### src/rtl/matmul_sched.sv
// matmul_sched: walks every C[i][j] of an N x N product.
// For each element it clears the MAC, then runs N accumulate cycles with
// the A/B mux selects. It then holds the result under a valid/ready
// handshake until the sink accepts it. Results come out in row-major order.
// Every output is decoded from registered state, so neither start nor
// res_ready has a combinational path to an output.
module matmul_sched #(
    parameter int N = 3
) (
    input  logic       clk,
    input  logic       reset,
    input  logic       start,
    output logic       busy,
    output logic       done,
    output logic [3:0] a_sel,
    output logic [3:0] b_sel,
    output logic       mac_clr,
    output logic       mac_en,
    output logic       res_valid,
    input  logic       res_ready,
    output logic [3:0] res_idx
);

    localparam logic [3:0] N4  = 4'(N);
    localparam logic [1:0] NM1 = 2'(N - 1);

    typedef enum logic [2:0] {
        S_IDLE,
        S_CLR,
        S_ACC,
        S_WB,
        S_DONE
    } state_t;

    state_t     state, state_nxt;
    logic [1:0] i, j, k;
    logic [1:0] i_nxt, j_nxt, k_nxt;

    // State and counter registers; reset overrides everything.
    always_ff @(posedge clk) begin
        if (reset) begin
            state <= S_IDLE;
            i     <= 2'd0;
            j     <= 2'd0;
            k     <= 2'd0;
        end else begin
            state <= state_nxt;
            i     <= i_nxt;
            j     <= j_nxt;
            k     <= k_nxt;
        end
    end

    // Next-state and counter sequencing.
    always_comb begin
        state_nxt = state;
        i_nxt     = i;
        j_nxt     = j;
        k_nxt     = k;
        case (state)
            S_IDLE: begin
                if (start) begin
                    state_nxt = S_CLR;
                    i_nxt     = 2'd0;
                    j_nxt     = 2'd0;
                    k_nxt     = 2'd0;
                end
            end
            S_CLR: begin
                k_nxt     = 2'd0;
                state_nxt = S_ACC;
            end
            S_ACC: begin
                // k stays at N-1 on the final accumulate cycle.
                if (k == NM1) state_nxt = S_WB;
                else          k_nxt     = k + 2'd1;
            end
            S_WB: begin
                if (res_ready) begin
                    if (i == NM1 && j == NM1) begin
                        state_nxt = S_DONE;
                    end else begin
                        if (j == NM1) begin
                            j_nxt = 2'd0;
                            i_nxt = i + 2'd1;
                        end else begin
                            j_nxt = j + 2'd1;
                        end
                        state_nxt = S_CLR;
                    end
                end
            end
            S_DONE: begin
                i_nxt     = 2'd0;
                j_nxt     = 2'd0;
                k_nxt     = 2'd0;
                state_nxt = S_IDLE;
            end
            default: begin
                state_nxt = S_IDLE;
                i_nxt     = 2'd0;
                j_nxt     = 2'd0;
                k_nxt     = 2'd0;
            end
        endcase
    end

    // Output decode from registered state and counters only.
    always_comb begin
        busy      = 1'b0;
        done      = 1'b0;
        a_sel     = 4'd0;
        b_sel     = 4'd0;
        mac_clr   = 1'b0;
        mac_en    = 1'b0;
        res_valid = 1'b0;
        res_idx   = 4'd0;
        case (state)
            S_CLR: begin
                busy    = 1'b1;
                mac_clr = 1'b1;
            end
            S_ACC: begin
                busy   = 1'b1;
                mac_en = 1'b1;
                a_sel  = {2'b00, i} * N4 + {2'b00, k};
                b_sel  = {2'b00, k} * N4 + {2'b00, j};
            end
            S_WB: begin
                busy      = 1'b1;
                res_valid = 1'b1;
                res_idx   = {2'b00, i} * N4 + {2'b00, j};
            end
            S_DONE: begin
                busy = 1'b1;
                done = 1'b1;
            end
            default: ;
        endcase
    end

endmodule

### config.mk
export PLATFORM = sky130hd
export DESIGN_NAME = matmul_sched
export DESIGN_NICKNAME = d
export VERILOG_FILES = /design/src/rtl/matmul_sched.sv
export SDC_FILE = /design/constraint.sdc
export NUM_CORES = 1
export LEC_CHECK = 0
export CORE_ASPECT_RATIO = 1.25
export CORE_MARGIN = 2
export CORE_UTILIZATION = 48
export CTS_CLUSTER_SIZE = 24
export DETAILED_ROUTE_END_ITERATION = 7
export PLACE_DENSITY = 0.81
export REMOVE_ABC_BUFFERS = 1
export SYNTH_ARGS = -nofsm -noshare
export SYNTH_HDL_FRONTEND = slang
export SYNTH_SLANG_ARGS = --single-unit
### constraint.sdc
create_clock -name clk -period 2.6 [get_ports clk]
set_input_delay 0.52 -clock clk [delete_from_list [all_inputs] [get_ports clk]]
set_output_delay 0.52 -clock clk [all_outputs]
set_load 0.03 [all_outputs]
==> run metrics, run 1 <==
status=complete, no violations; clock slew at reported path FFs=60 ps; area delta synth->final=30.6%; first-pass GRT wire length=2.86 mm; worst hold path class=reg2reg; Synthesis Warnings=0; Avg Inst Size Synth=8.54 um2; busiest grt layer=met2; max-cap viol count=0; post-layout min period=2520 ps; commonest non-fill, non-tap cell in the layout=buf_4; synthesized area=837 um2; die height=50.7 um; Pins Over Slew Limit=0; final net count=142; clk buf depth=2; die width=41.4 um; Setup Fix Bufs, Post-CTS=0; Setup crit start kind=flop; Worst Max-Slew Pin Slew=372 ps; vias in the first global route=~730; reg-to-reg endpoint=i[0]; Util after Layout=0.683; sequential share of power=0.372; CP Max Fanout=2; global route overflow=0; M3 GR Usage=0.0487; Worst R2R Path Depth=6; share of cells above drive strength 1=0.195; Comb pwr share=0.374; critical path capture point type=output pin; cell count of the worst hold path=2; Clk pwr share=0.254; Slew headroom=0.752; GP Congestion=0.827; Yosys cell types=33; 1st-pass router iterations=6; met2 Use GR=0.336; reg2reg setup slack=1040 ps; worst vdd ir=0.000297 V; setup TNS=0 ps; routed wire length=1.74 mm; Global Route Usage Sum=0.199; Req. time, crit path=2080 ps; met1 Usage GRT=0.202; Fin. Hold Viols=0; initial antenna violation count=0; synthesized instance count=98; largest net degree at the start of global routing=11; io pins=21; switch share=0.363; r2r startpoint=i[0]; DRT antenna net count=0; starting density of the core=0.523; Int Pwr=275 uW; min-delay src=i[1]; drt initial violations=5; post-synthesis sequential area ratio=0.215; Num CTS Buffers=3; WP data arrival=2000 ps; CTS Hold Buffers Added=0; Worst Skew=3.88 ps; clk root buf=clkbuf_4; final instance area=1090 um2; Area after DPL=1060 um2; f_max=0.397 GHz; port buffer count=20; vias per cell=approximately 5.6; routed len/inst=12.4 um; crit share post-route=0.970; register bit total from synthesis=9; Final Setup Violations=0; NetSw=157 uW; die area=2100 um2; WHS Endpoint=i[1]; Detail Placement HPWL=around 1.4 mm; worst skew pair latency=270 ps; H-tree Lvls=1; ANT cells=0; P_leak=~0.00048 uW; CTS tree=yes; kind of critical path=reg2out; Core Rows=16; Vias=784; # DRC=0; Pwr Density=395 nW/um2; filler cell count=135; core area=1600 um2; RSZ-0062 raised after global routing=false; clock sink count=9; most frequent cells in the layout=11 x buf_4, 10 x a21oi_1, 9 x nor2_1, 9 x clkdlybuf4s50_1
## how the worst max path moves through the flow
stage	start	endpoint	slack [ps]	cells after the start
final	j[1]	b_sel[2]	80	5
after CTS	j[1]	b_sel[3]	9	5
after detailed placement	j[1]	b_sel[3]	0.2	5
after floorplan	i[0]	a_sel[3]	230	8
after global placement	j[1]	b_sel[3]	30	5
after global routing	j[1]	b_sel[2]	10	5
## final cells by class
cell class | count | area [um2] | area share
multi-input combinational | 75 | 606 | 0.554
timing repair buffer | 26 | 224 | 0.205
sequential | 9 | 181 | 0.166
inverter | 9 | 33.8 | 0.0309
clock buffer | 4 | 26.3 | 0.0240
tap | 18 | 22.5 | 0.0206
## power by group through the flow
stage | logic [uW] | clock network [uW] | registers [uW]
floorplan | 97.8 | 0 | 167
global placement | 157 | 0 | 162
detailed placement | 162 | 0 | 163
CTS | 162 | 113 | 160
global route | 176 | 119 | 162
finish | 162 | 110 | 161
## critical path, cell delays in order, from the launching register on
cell     delay (ps)
dfxtp_1         320
fa_1            490
ha_2            200
fa_1            470
and2_1          130
buf_6           130
## cell usage after synthesis, drive strengths merged
| cell type | instances | area share |
|---|---|---|
| a21oi | 10 | 0.060 |
| ha | 10 | 0.15 |
| nor2 | 10 | 0.054 |
| dfxtp | 9 | 0.22 |
| inv | 9 | 0.040 |
| and2 | 7 | 0.052 |
| buf | 5 | 0.039 |
| fa | 4 | 0.096 |
| nand2 | 4 | 0.018 |
| nand4 | 3 | 0.022 |
| nor2b | 3 | 0.022 |
| o21ai | 3 | 0.018 |
| xnor2 | 3 | 0.031 |
| nand3b | 2 | 0.022 |
| nor3 | 2 | 0.012 |
| nor4 | 2 | 0.015 |
| xor2 | 2 | 0.021 |
| a211o | 1 | 0.010 |
| a221o | 1 | 0.012 |
| a221oi | 1 | 0.018 |
| and3 | 1 | 0.013 |
| mux2i | 1 | 0.012 |
| nor3b | 1 | 0.0090 |
| o32ai | 1 | 0.010 |
| or3 | 1 | 0.0075 |
| or3b | 1 | 0.010 |
| or4 | 1 | 0.0090 |
## state kept, by name (all words and copies together), names as in the netlist
register  count
state         3
i             2
j             2
k             2
## stage by stage
stage	total power (uW)	cells	hold WS, ps	setup slack [ps]
after floorplan	265	93	480	225
after global placement	320	137	504	30.6
after detailed placement	325	137	511	0.240
after CTS	436	141	519	9.39
after global routing	457	141	587	10.6
final	432	141	547	79.2
## layer usage
metal  share of wire  wire length (um)
met2            0.52               910
met4           0.033                57
met3           0.044                77
met5               0                 0
met1            0.40               696
## timing repair
action / in CTS / in global routing
cloned: 0 / 0
resized for setup: 7 / 7
endpoints found under the setup margin: 5 / 6
endpoints found under the hold margin: 0 / 0
## kinds of logic after synthesis
family	count (synthesis)	synth area share
AND/OR/NAND/NOR	38	0.268
AO/OA/AOI/OAI	17	0.129
buffers and inverters	14	0.0792
adder cells (fa/ha/maj)	14	0.245
flip-flops	9	0.215
XOR/XNOR	5	0.0523
multiplexers	1	0.0120
Power figures use the tool's default switching activity.
==> run 2, diff against run 1 <==
CAP_MARGIN = 10   (was default)
CTS_CLUSTER_SIZE = 28   (was 24)
SLEW_MARGIN = 25   (was default)
==> results of run 2 <==
Final layout, timing and power as in run 1 (identical DEF).
